### src/rtl/cpu_defs_pkg.sv
// Shared definitions for the multicycle CPU controller: opcodes, ALU/mux select
// codes, FSM state encoding and opcode classes.
package cpu_defs_pkg;

  localparam logic [5:0] OP_NOP  = 6'b000000;
  localparam logic [5:0] OP_ADD  = 6'b000001;
  localparam logic [5:0] OP_SUB  = 6'b000010;
  localparam logic [5:0] OP_AND  = 6'b000011;
  localparam logic [5:0] OP_OR   = 6'b000100;
  localparam logic [5:0] OP_XOR  = 6'b000101;
  localparam logic [5:0] OP_SLT  = 6'b000110;
  localparam logic [5:0] OP_ADDI = 6'b000111;
  localparam logic [5:0] OP_ANDI = 6'b001000;
  localparam logic [5:0] OP_ORI  = 6'b001001;
  localparam logic [5:0] OP_LW   = 6'b001010;
  localparam logic [5:0] OP_SW   = 6'b001011;
  localparam logic [5:0] OP_BEQ  = 6'b001100;
  localparam logic [5:0] OP_BNE  = 6'b001101;
  localparam logic [5:0] OP_J    = 6'b001110;
  localparam logic [5:0] OP_HALT = 6'b111111;

  localparam logic [3:0] ALU_ADD = 4'b0000;
  localparam logic [3:0] ALU_SUB = 4'b0001;
  localparam logic [3:0] ALU_AND = 4'b0010;
  localparam logic [3:0] ALU_OR  = 4'b0011;
  localparam logic [3:0] ALU_XOR = 4'b0100;
  localparam logic [3:0] ALU_SLT = 4'b0101;

  localparam logic [1:0] ASB_B   = 2'b00;
  localparam logic [1:0] ASB_ONE = 2'b01;
  localparam logic [1:0] ASB_SE  = 2'b10;
  localparam logic [1:0] ASB_ZE  = 2'b11;

  localparam logic [1:0] PCS_ALU    = 2'b00;
  localparam logic [1:0] PCS_ALUOUT = 2'b01;
  localparam logic [1:0] PCS_JUMP   = 2'b10;
  localparam logic [1:0] PCS_SEIMM  = 2'b11;

  typedef enum logic [3:0] {
    S_FETCH, S_DECODE, S_EXEC, S_ALU_WB, S_MEM_RD,
    S_MEM_WB, S_MEM_WR, S_BRANCH, S_HALT
  } state_t;

  typedef enum logic [3:0] {
    CLS_NOP, CLS_RALU, CLS_IALU_SE, CLS_IALU_ZE, CLS_LW,
    CLS_SW, CLS_BR, CLS_J, CLS_HALT, CLS_ILL
  } op_class_t;

endpackage

### src/rtl/opcode_decoder.sv
// Combinational opcode decoder: classifies the opcode and picks its ALU operation.
module opcode_decoder
  import cpu_defs_pkg::*;
(
  input  logic [5:0] opcode,
  output op_class_t  op_class,
  output logic [3:0] alu_op,
  output logic       br_ne
);

  always_comb begin
    op_class = CLS_ILL;
    alu_op   = ALU_ADD;
    br_ne    = 1'b0;
    case (opcode)
      OP_NOP:  op_class = CLS_NOP;
      OP_ADD:  begin op_class = CLS_RALU; alu_op = ALU_ADD; end
      OP_SUB:  begin op_class = CLS_RALU; alu_op = ALU_SUB; end
      OP_AND:  begin op_class = CLS_RALU; alu_op = ALU_AND; end
      OP_OR:   begin op_class = CLS_RALU; alu_op = ALU_OR;  end
      OP_XOR:  begin op_class = CLS_RALU; alu_op = ALU_XOR; end
      OP_SLT:  begin op_class = CLS_RALU; alu_op = ALU_SLT; end
      OP_ADDI: begin op_class = CLS_IALU_SE; alu_op = ALU_ADD; end
      OP_ANDI: begin op_class = CLS_IALU_ZE; alu_op = ALU_AND; end
      OP_ORI:  begin op_class = CLS_IALU_ZE; alu_op = ALU_OR;  end
      OP_LW:   op_class = CLS_LW;
      OP_SW:   op_class = CLS_SW;
      OP_BEQ:  op_class = CLS_BR;
      OP_BNE:  begin op_class = CLS_BR; br_ne = 1'b1; end
      OP_J:    op_class = CLS_J;
      OP_HALT: op_class = CLS_HALT;
      default: op_class = CLS_ILL;
    endcase
  end

endmodule

### src/rtl/cpu_controller.sv
// Multicycle control FSM for the CPU datapath (Moore outputs).
// Optional CPU_CTRL_ILLEGAL_TRAP_EN: undefined opcodes halt and raise illegal_op.
module cpu_controller
  import cpu_defs_pkg::*;
(
  input  logic        clk,
  input  logic        reset,
  input  logic [31:0] IReg_out,
  output logic        PCWrite,
  output logic        PCWriteCond,
  output logic        IorD,
  output logic        MemRead,
  output logic        MemWrite,
  output logic        IRWrite,
  output logic        MemtoReg,
  output logic        ALUSrcA,
  output logic        RegWrite,
  output logic        RegDst,
  output logic        BranchType,
  output logic [1:0]  PCSource,
  output logic [1:0]  ALUSrcB,
  output logic [3:0]  ALUOp,
  output logic        halted
`ifdef CPU_CTRL_ILLEGAL_TRAP_EN
  ,
  output logic        illegal_op
`endif
);

  state_t     state, state_next;
  op_class_t  dec_class, cls_q;
  logic [3:0] dec_alu_op, alu_op_q;
  logic       dec_br_ne, br_ne_q;
  logic       pc_inc;
  logic       unused_ir_bits;

  assign unused_ir_bits = ^IReg_out[25:0];

  opcode_decoder u_dec (
    .opcode   (IReg_out[31:26]),
    .op_class (dec_class),
    .alu_op   (dec_alu_op),
    .br_ne    (dec_br_ne)
  );

  // DECODE drives outputs from the live IR; later states use the class captured here.
  always_ff @(posedge clk or posedge reset) begin
    if (reset) begin
      state    <= S_FETCH;
      cls_q    <= CLS_NOP;
      alu_op_q <= ALU_ADD;
      br_ne_q  <= 1'b0;
    end else begin
      state <= state_next;
      if (state == S_DECODE) begin
        cls_q    <= dec_class;
        alu_op_q <= dec_alu_op;
        br_ne_q  <= dec_br_ne;
      end
    end
  end

`ifdef CPU_CTRL_ILLEGAL_TRAP_EN
  always_ff @(posedge clk or posedge reset) begin
    if (reset)
      illegal_op <= 1'b0;
    else if (state == S_DECODE && dec_class == CLS_ILL)
      illegal_op <= 1'b1;
  end
`endif

  always_comb begin
    state_next = S_FETCH;
    case (state)
      S_FETCH:  state_next = S_DECODE;
      S_DECODE: begin
        case (dec_class)
          CLS_HALT:                          state_next = S_HALT;
          CLS_RALU, CLS_IALU_SE, CLS_IALU_ZE: state_next = S_EXEC;
          CLS_LW:                            state_next = S_MEM_RD;
          CLS_SW:                            state_next = S_MEM_WR;
          CLS_BR:                            state_next = S_BRANCH;
`ifdef CPU_CTRL_ILLEGAL_TRAP_EN
          CLS_ILL:                           state_next = S_HALT;
`endif
          default:                           state_next = S_FETCH;
        endcase
      end
      S_EXEC:   state_next = S_ALU_WB;
      S_MEM_RD: state_next = S_MEM_WB;
      S_HALT:   state_next = S_HALT;
      default:  state_next = S_FETCH;
    endcase
  end

  always_comb begin
    PCWrite     = 1'b0;
    PCWriteCond = 1'b0;
    IorD        = 1'b0;
    MemRead     = 1'b0;
    MemWrite    = 1'b0;
    IRWrite     = 1'b0;
    MemtoReg    = 1'b0;
    ALUSrcA     = 1'b0;
    RegWrite    = 1'b0;
    RegDst      = 1'b0;
    BranchType  = 1'b0;
    PCSource    = PCS_ALU;
    ALUSrcB     = ASB_B;
    ALUOp       = ALU_ADD;
    halted      = 1'b0;
    pc_inc      = 1'b0;
    case (state)
      S_FETCH: begin
        MemRead = 1'b1;
        IRWrite = 1'b1;
      end
      S_DECODE: begin
        case (dec_class)
          CLS_NOP: pc_inc = 1'b1;
          CLS_J: begin
            PCWrite  = 1'b1;
            PCSource = PCS_JUMP;
          end
`ifndef CPU_CTRL_ILLEGAL_TRAP_EN
          CLS_ILL: pc_inc = 1'b1;
`endif
          default: ;
        endcase
      end
      S_EXEC: begin
        ALUSrcA = 1'b1;
        ALUOp   = alu_op_q;
        case (cls_q)
          CLS_IALU_SE: ALUSrcB = ASB_SE;
          CLS_IALU_ZE: ALUSrcB = ASB_ZE;
          default:     ALUSrcB = ASB_B;
        endcase
      end
      S_ALU_WB: begin
        RegWrite = 1'b1;
        pc_inc   = 1'b1;
      end
      S_MEM_RD: MemRead = 1'b1;
      S_MEM_WB: begin
        RegWrite = 1'b1;
        MemtoReg = 1'b1;
        pc_inc   = 1'b1;
      end
      S_MEM_WR: begin
        MemWrite = 1'b1;
        pc_inc   = 1'b1;
      end
      S_BRANCH: begin
        PCWriteCond = 1'b1;
        BranchType  = br_ne_q;
        pc_inc      = 1'b1;
      end
      S_HALT:  halted = 1'b1;
      default: ;
    endcase
    // PC+1 overlays the ALU operand selects; EXEC never requests it, so no conflict.
    if (pc_inc) begin
      PCWrite  = 1'b1;
      ALUSrcA  = 1'b0;
      ALUSrcB  = ASB_ONE;
      ALUOp    = ALU_ADD;
      PCSource = PCS_ALU;
    end
  end

endmodule

### config.mk
export PLATFORM = sky130hd
export DESIGN_NAME = cpu_controller
export DESIGN_NICKNAME = d
export VERILOG_FILES = /design/src/rtl/cpu_defs_pkg.sv /design/src/rtl/opcode_decoder.sv /design/src/rtl/cpu_controller.sv
export SDC_FILE = /design/constraint.sdc
export NUM_CORES = 1
export LEC_CHECK = 0
export CORE_MARGIN = 2
export CORE_UTILIZATION = 30
export DETAILED_ROUTE_END_ITERATION = 7
export PLACE_DENSITY = 0.69
export SETUP_SLACK_MARGIN = 0.02
export SLEW_MARGIN = 20
export SYNTH_ARGS = -nofsm -noshare
export SYNTH_HDL_FRONTEND = slang
export SYNTH_SLANG_ARGS = --single-unit
### constraint.sdc
create_clock -name clk -period 1.5 [get_ports clk]
set_input_delay 0.15 -clock clk [delete_from_list [all_inputs] [get_ports clk]]
set_output_delay 0.15 -clock clk [all_outputs]
set_load 0.01 [all_outputs]
### After elaboration in Yosys (flattened, before gate mapping)

Cells that the tools add are included.

* reduce and logical (&&, ||, !) cells: 13
* multiplexer cells: 28
* equal/unequal tests: 34

Operators by type and width (number)
* equality test 6 x 4 -> 1 bit (second input constant): 7
* case mux 4 bit (5 select lines): 2
* case mux 4 bit (9 select lines): 1
* equality test 4 x 3 -> 1 bit (second input constant): 8
* equality test 4 x 2 -> 1 bit (second input constant): 6
* equality test 6 x 3 -> 1 bit (second input constant): 4
* 2-to-1 mux 1 bit: 15
* case mux 3 bit (5 select lines): 1
* OR reduction 2 bit: 7
* equality test 4 bit (second input constant): 3
* equality test 6 x 2 -> 1 bit (second input constant): 2
* 2-to-1 mux 2 bit: 5
* equality test 4 x 1 -> 1 bit (second input constant): 2
* logical NOT 4 bit: 2
* 2-to-1 mux 4 bit: 2
* equality test 6 x 1 -> 1 bit (second input constant): 1
* equality test 6 bit (second input constant): 1
* logical NOT 6 bit: 1
* OR reduction 6 bit: 1
* case mux 2 bit (2 select lines): 1
* OR reduction 4 bit: 1
* OR reduction 3 bit: 1
* case mux 1 bit (2 select lines): 1

* output and inout bits: 20
* flip-flop bits (word level): 13
* input port bits: 34

### Longest topological paths before layout

Gate-level depths: netlist of the first run.

* depth in word-level cells: 8
* gate-level depth with buffers: 6

### Modules after synthesis

From an unflattened synthesis of the first run, not the netlist that was laid out.

* cell total of the unflattened synthesis: 121
* area, all modules: 1134.8 µm²

By module, submodules not included
* cpu_controller: area each 864.6 µm², cells each 82, times used 1
* opcode_decoder: area each 270.3 µm², cells each 39, times used 1

### Worst setup path after synthesis of the first run

Ideal clock, no wire load.

* kind: register to output
* start point: register state[2]
* end point: output port ALUSrcB[0]
* buffers on the path: 1
* path slack: -0.200 ns
* cell stages (with the launch flop): 6
* arrival time: 1.550 ns
* data required time: 1.350 ns
* path through: dfrtp_1 > buf_6 > or4b_4 > nor4b_4 > a21oi_1 > o21ai_0

* word-level cells in the longest chain between the ends: 4

Ends and longest elaborated chain
* start, declared: RTL line cpu_controller.sv:30 `state_t state, state_next;`
* start signal, assigned: RTL line cpu_controller.sv:54 `state <= state_next;`
* equality test 4 x 3 -> 1 bit / equality test 4 x 2 -> 1 bit (equally long branches): RTL line cpu_controller.sv:113 `case (state)`
* OR reduction 4 bit (no source line)
* case mux 1 bit (2 select lines): RTL line cpu_controller.sv:113
* 2-to-1 mux 2 bit *: RTL line cpu_controller.sv:163 `if (pc_inc) begin`
* end, declared: RTL line cpu_controller.sv:21 `output logic [1:0] ALUSrcB,`

Mark *: on every way between the ends. The rest lies on a longest branch, timed or not.

### Final worst setup path of the first run

* start point: register state[0]
* end point: output port ALUSrcB[0]

The elaborated chain is that of the path after synthesis.

==> flow_summary_export.csv, run 1 <==
group,metric,value,unit
detailed_routing,wirelength,3026,um
hold_path,min_path_type,"input port to async pin",
layout,final_net_count,227,
detailed_routing,first_pass_iters,4,
timing,finalCriticalPeriod,2.072,ns
critical_path,cp-start-kind,"flop",
floorplan,io_pins,54,
timing,rsz0062_at_grt,"yes",
detailed_routing,post_drt_via_cell_ratio,4.826,
status,violations,"negative setup slack",
critical_path,end_kind,"output pin",
floorplan,initial_utilization,0.3175,
status,status,"finished, violations left",
power,leakagePower,0.8426,nW
layout,drive_gt1_frac,0.4688,
logic_synthesis,netlist.area_leader.share,0.3073,
cts,cts_buffer_depth,2,
logic_synthesis,netlist_top_cells_count,"nand2_1, dfrtp_1, o21ai_0, nor2_1",
logic_synthesis,netlist_instances,126,
logic_synthesis,synth_seq_area_share,0.3073,
detailed_routing,routedWlPerCell,12.82,um
power,irDropWorstVdd,395.0,uV
logic_synthesis,synth-edff-count,0,
timing,period_share,1.381,
critical_path,path_cells,"or4b_4, nor4b_4, buf_4, a21oi_2, o21ai_1, buf_2",
floorplan,core-area,3078,um2
logic_synthesis,yosysWarningCount,0,
floorplan,dieArea,3730,um2
detailed_routing,via_count,1139,
grt,track_usage,0.1699,
detailed_routing,drc,0,
layout,ff_latch_area,300.3,um2
cts,clk_root_buffer_cell,"clkbuf_4",
detailed_routing,drt_iter0_markers,48,
placed_design,place_congestion,0.9177,
critical_path,worstPathRequired,1.35,ns
detailed_routing,drtAntennaViolNets,0,
timing,fmax,0.4826,GHz
timing,fin_ws,-0.5719,ns
logic_synthesis,synth_area_leaders,"dfrtp_1, nand2_1, o21ai_0",
grt,grt_antenna_before_repair,0,
critical_path,critical_path.max_stage_delay,0.56,ns
power,power_density,1242,nW/um2
floorplan,dieWidth,61.07,um
cts,clk_pin_slew_worst_paths,0.08,ns
placed_design,io_buffers,23,
floorplan,die_y,61.07,um
critical_path,crit_slowest_cell,"or4b_4",
layout,syn_to_final_growth,70.29,%
placed_design,hpwlAfterDp,2167,um
cts,clk-insertion-delay-late,0.27,ns
floorplan,row_count,20,
layout,final_util,0.5407,
critical_path,worst-setup-path-type,"flop to output pin",
layout,diodes,0,
timing,slew_violations,0,
logic_synthesis,synth.cell_area,977.2,um2
grt,overflow,0,
layout,fillCellCount,294,
grt,grt_max_degree,13,
timing,skew,0.01040,ns
critical_path,worstPathMaxFanout,3,
logic_synthesis,synth-seq-cells,12,
logic_synthesis,synth_area_leader_cell,"dfrtp_1",
cts,cts.sinks,12,
grt,grt_pass1_wl,4719,um
layout,multi_input_area,678.2,um2
logic_synthesis,synth_most_common_cell,"nand2_1",
critical_path,cp.arrival,1.92,ns
critical_path,r2r_slack,-0.37,ns
job,max_cap_violations,0,
logic_synthesis,synth_ff_type,"dfrtp_1",
timing,setup_viol,20,
cts,holdBufCountCts,0,
logic_synthesis,post_synth_num_cell_types,40,
cts,cts_tree,"built",
timing,timing_hold_violations_final,0,
logic_synthesis,avgSynthCellArea,7.755,um2
grt,grt_pass1_vias,1064,
logic_synthesis,async_flop_share,1.000,
cts,cts-buffers-inserted,3,
placed_design,pre_cts_slack,-0.8213,ns
cts,htreeDepth,1,
## layout make-up
type,count,area share
clock buffers,4,0.02180
inverters,3,0.008271
multi-input cells,100,0.4075
flip-flops and latches,12,0.1805
well taps,44,0.03308
repair buffers,73,0.3489
## worst paths after layout
check | start | to | cells after the start
max reg2reg | state[0] | state[1] | 9
max in group asynchronous | reset | state[3] | 2
min reg2reg | alu_op_q[2] | alu_op_q[2] | 2
min | reset | cls_q[3] | 2
max | state[0] | ALUSrcB[0] | 6
min in group clk | IReg_out[26] | br_ne_q | 4
## stage by stage
step                hold WS (ns)  instances  cell area, um2  power [W]  TNS [ns]
floorplan                0.01470        129           997.2   0.001070   -0.6588
global placement          0.4508        222            1503   0.001637    -6.891
detailed placement        0.4643        222            1503   0.001663    -7.670
CTS                       0.1919        232            1599   0.001961    -5.440
global route              0.2239        236            1664   0.002210    -7.455
finish                    0.1819        236            1664   0.002066    -5.795
## metal layers
layer / vias to the layer above / track usage / routed length, um / share of wire
li1: 572 / - / - / -
met1: 536 / 0.2052 / 1280 / 0.42
met2: 29 / 0.3161 / 1601 / 0.53
met3: 2 / 0.01261 / 120 / 0.040
met4: 0 / 0.05590 / 24 / 0.0079
met5: - / 0 / 0 / 0
## repair_timing
item | 4_1_cts | 5_1_grt
pin swaps | 11 | 6
endpoints found under the setup margin | 23 | 28
setup buffers | 9 | 7
gates resized for setup | 89 | 16
## critical path: cells and delay by family (launching register included)
| kind | cells | cell delay (ns) |
|---|---|---|
| AOI/OAI and AO/OA | 2 | 0.14 |
| and+or+nand+nor | 2 | 0.82 |
| DFF | 1 | 0.40 |
| buffers and inverters | 2 | 0.31 |
## power breakdown
part           switching, W  internal (W)  total (W)
combinational      0.000642      0.000667    0.00131
clock              0.000106      0.000147   0.000254
sequential        0.0000835      0.000420   0.000504
total              0.000832       0.00123    0.00207
## flip-flops by register name (all words and copies together), names as in the netlist
| signal | flops |
|---|---|
| br_ne_q | 1 |
| alu_op_q | 3 |
| cls_q | 4 |
| state | 4 |
## logic make-up after synthesis
| kind of cell | synth area share |
|---|---|
| AND/OR/NAND/NOR | 0.3893 |
| buffers and inverters | 0.09218 |
| XOR/XNOR | 0.01793 |
| multiplexers | 0.01024 |
| flip-flops | 0.3073 |
| other | 0.003838 |
| AO/OA/AOI/OAI | 0.1793 |
## layout by cell type, fill, tap and decap left out, types with 3 or more instances in the layout
cell type | synthesis | layout
buf_4 | 4 | 41
nand2_1 | 19 | 16
and2_1 | 5 | 5
dfrtp_1 | 12 | 12
conb_1 | 1 | 4
buf_2 | 3 | 14
clkbuf_4 | 0 | 3
o21ai_1 | 3 | 5
a21oi_1 | 4 | 3
buf_6 | 1 | 11
and3_1 | 5 | 4
nand3_1 | 4 | 3
dlymetal6s2s_1 | 0 | 4
nor3_1 | 5 | 3
o21ai_0 | 12 | 8
nor2_1 | 8 | 7
(Power assumes the default switching activity.)
==> inputs of run 2 (changes only) <==
--- a/config.mk
+++ b/config.mk
@@ -7,8 +7,9 @@
 export LEC_CHECK = 0
 export CORE_MARGIN = 2
 export CORE_UTILIZATION = 30
+export CTS_BUF_LIST = sky130_fd_sc_hd__clkbuf_4 sky130_fd_sc_hd__clkbuf_8
 export DETAILED_ROUTE_END_ITERATION = 7
-export PLACE_DENSITY = 0.69
+export PLACE_DENSITY = 0.67
 export SETUP_SLACK_MARGIN = 0.02
 export SLEW_MARGIN = 20
 export SYNTH_ARGS = -nofsm -noshare
==> constraint.sdc (replaced) <==
create_clock -name clk -period 2 [get_ports clk]
set_input_delay 0.2 -clock clk [delete_from_list [all_inputs] [get_ports clk]]
set_output_delay 0.2 -clock clk [all_outputs]
set_load 0.01 [all_outputs]
==> run 2 against run 1 <==
Against the previous run:
- the flow still finishes with violations (negative setup slack)
- combinational power is 35% lower
- count of clock-buffer cells in the layout stayed put
- first-iteration DRC count is 54% lower
- power is 31% lower
- sequential cell count stayed put
- die area stayed put
- largest cell class unchanged
==> flow_summary_export.csv, run 2 (synthesis gave the netlist of run 1 again) <==
group,metric,value,unit
status,status,"finished, violations left",
status,violations,"negative setup slack",
layout,multi_input_area,611.8,um2
critical_path,path_cells,"or4b_4, nor4b_4, buf_4, a21oi_2, o21ai_1, buf_2",
placed_design,io_buffers,23,
cts,cts_tree,"built",
critical_path,cp_num_buf_inv,2,
power,power_density,930.3,nW/um2
critical_path,cp.arrival,1.94,ns
detailed_routing,via_count,1122,
critical_path,critical_path.max_stage_delay,0.56,ns
critical_path,worst_path_dominant_cell_family,"simple AND/OR/NAND/NOR gates",
critical_path,crit_slowest_cell,"or4b_4",
grt,grt_pass1_wl,4609,um
critical_path,worstPathMaxFanout,2,
grt,grt_antenna_before_repair,0,
timing,fmax,0.4670,GHz
cts,holdBufCountCts,0,
layout,fillCellCount,316,
detailed_routing,drt_iter0_markers,22,
power,leakagePower,0.7625,nW
cts,cts-buffers-inserted,3,
grt,grt_pass1_vias,1046,
timing,fin_ws,-0.1411,ns
cts,clk-insertion-delay-late,0.28,ns
layout,ff_latch_area,301.5,um2
floorplan,dieArea,3730,um2
layout,drive_gt1_frac,0.3443,
timing,slew_violations,0,
layout,final_cells,227,
detailed_routing,wirelength,2833,um
floorplan,dieWidth,61.07,um
cts,clk_pin_slew_worst_paths,0.08,ns
critical_path,cp-start-kind,"flop",
critical_path,worst-setup-path-type,"flop to output pin",
detailed_routing,routedWlPerCell,12.48,um
layout,final_cell_mix,"buf_4, nand2_1, o21ai_0, dfrtp_1",
placed_design,pre_cts_slack,-0.3825,ns
cts,clk_root_buffer_cell,"clkbuf_4",
floorplan,initial_utilization,0.3175,
timing,finalCriticalPeriod,2.141,ns
grt,grt_max_degree,13,
layout,syn_to_final_growth,56.34,%
detailed_routing,first_pass_iters,4,
timing,skew,0.005239,ns
cts,cts_buffer_depth,2,
layout,final_net_count,218,
floorplan,row_count,20,
grt,track_usage,0.1643,
timing,period_share,1.071,
cts,htreeDepth,1,
floorplan,core-area,3078,um2
detailed_routing,post_drt_via_cell_ratio,4.943,
hold_path,min_path_type,"input port to async pin",
job,max_cap_violations,0,
placed_design,hpwlAfterDp,2187,um
timing,rsz0062_at_grt,"yes",
detailed_routing,drc,0,
detailed_routing,drtAntennaViolNets,0,
grt,overflow,0,
timing,timing_hold_violations_final,0,
layout,final_common_cell,"buf_4",
layout,reg_top3,"cls_q x4, state x4, alu_op_q x3",
floorplan,io_pins,54,
layout,final_util,0.4963,
placed_design,postPlaceCellArea,1450,um2
placed_design,place_congestion,0.9463,
critical_path,end_kind,"output pin",
power,irDropWorstVdd,336.6,uV
floorplan,die_y,61.07,um
critical_path,worstPathRequired,1.80,ns
layout,diodes,0,
cts,cts.sinks,12,
timing,setup_viol,3,
layout,stdcell_area,1528,um2
placed_design,dp_cells,216,
==> run 2: changes by cell type in the layout (fill, tap and decap cells not counted), sizes merged <==
cell,change
clkdlybuf4s50,+5
buf,-17
dlygate4sd2,+6
dlymetal6s2s,-3
==> run 2: final timing paths <==
path | from | endpoint | slack [ns] | cells after the start
max | state[0] | ALUSrcB[0] | -0.14 | 6
min | reset | state[3] | 0.23 | 2
max reg2reg | state[2] | state[0] | 0.06 | 8
min reg2reg | alu_op_q[0] | alu_op_q[0] | 0.46 | 2
max in group asynchronous | reset | state[1] | 1.42 | 2
min in group clk | alu_op_q[0] | alu_op_q[0] | 0.46 | 2
==> run 2: layout make-up <==
| class | instances | area share |
|---|---|---|
| flip-flops and latches | 12 | 0.1974 |
| inverters | 3 | 0.007371 |
| well taps | 44 | 0.03604 |
| multi-input cells | 100 | 0.4005 |
| clock buffers | 4 | 0.02375 |
| repair buffers | 64 | 0.3350 |
==> run 2: stage by stage <==
stage | hold slack, ns | power (W) | setup TNS, ns
after detailed placement | 0.4493 | 0.001220 | -1.336
after global placement | 0.4503 | 0.001203 | -1.233
after global routing | 0.2692 | 0.001536 | -0.6024
after CTS | 0.2510 | 0.001398 | -0.4596
final | 0.2325 | 0.001421 | -0.2221
after floorplan | 0.06470 | 0.0007969 | 0
==> run 2: per-layer routing <==
metal	track usage	vias to the layer above	routed length [um]
met3	0.01261	6	102
met2	0.2888	28	1439
met4	0.07453	0	51
li1	-	556	-
met5	0	-	0
met1	0.2041	532	1240
==> run 2: where the power goes <==
part	internal [W]	switching [W]
sequential	0.000317	0.0000609
combinational	0.000429	0.000420
clock	0.000111	0.0000842
total	0.000856	0.000565
==> run 2: timing repair <==
item                       4_1_cts  5_1_grt
setup buffers                    5        3
setup endpoints to repair       12        6
pin swaps                        7        5
resized for setup               45        6
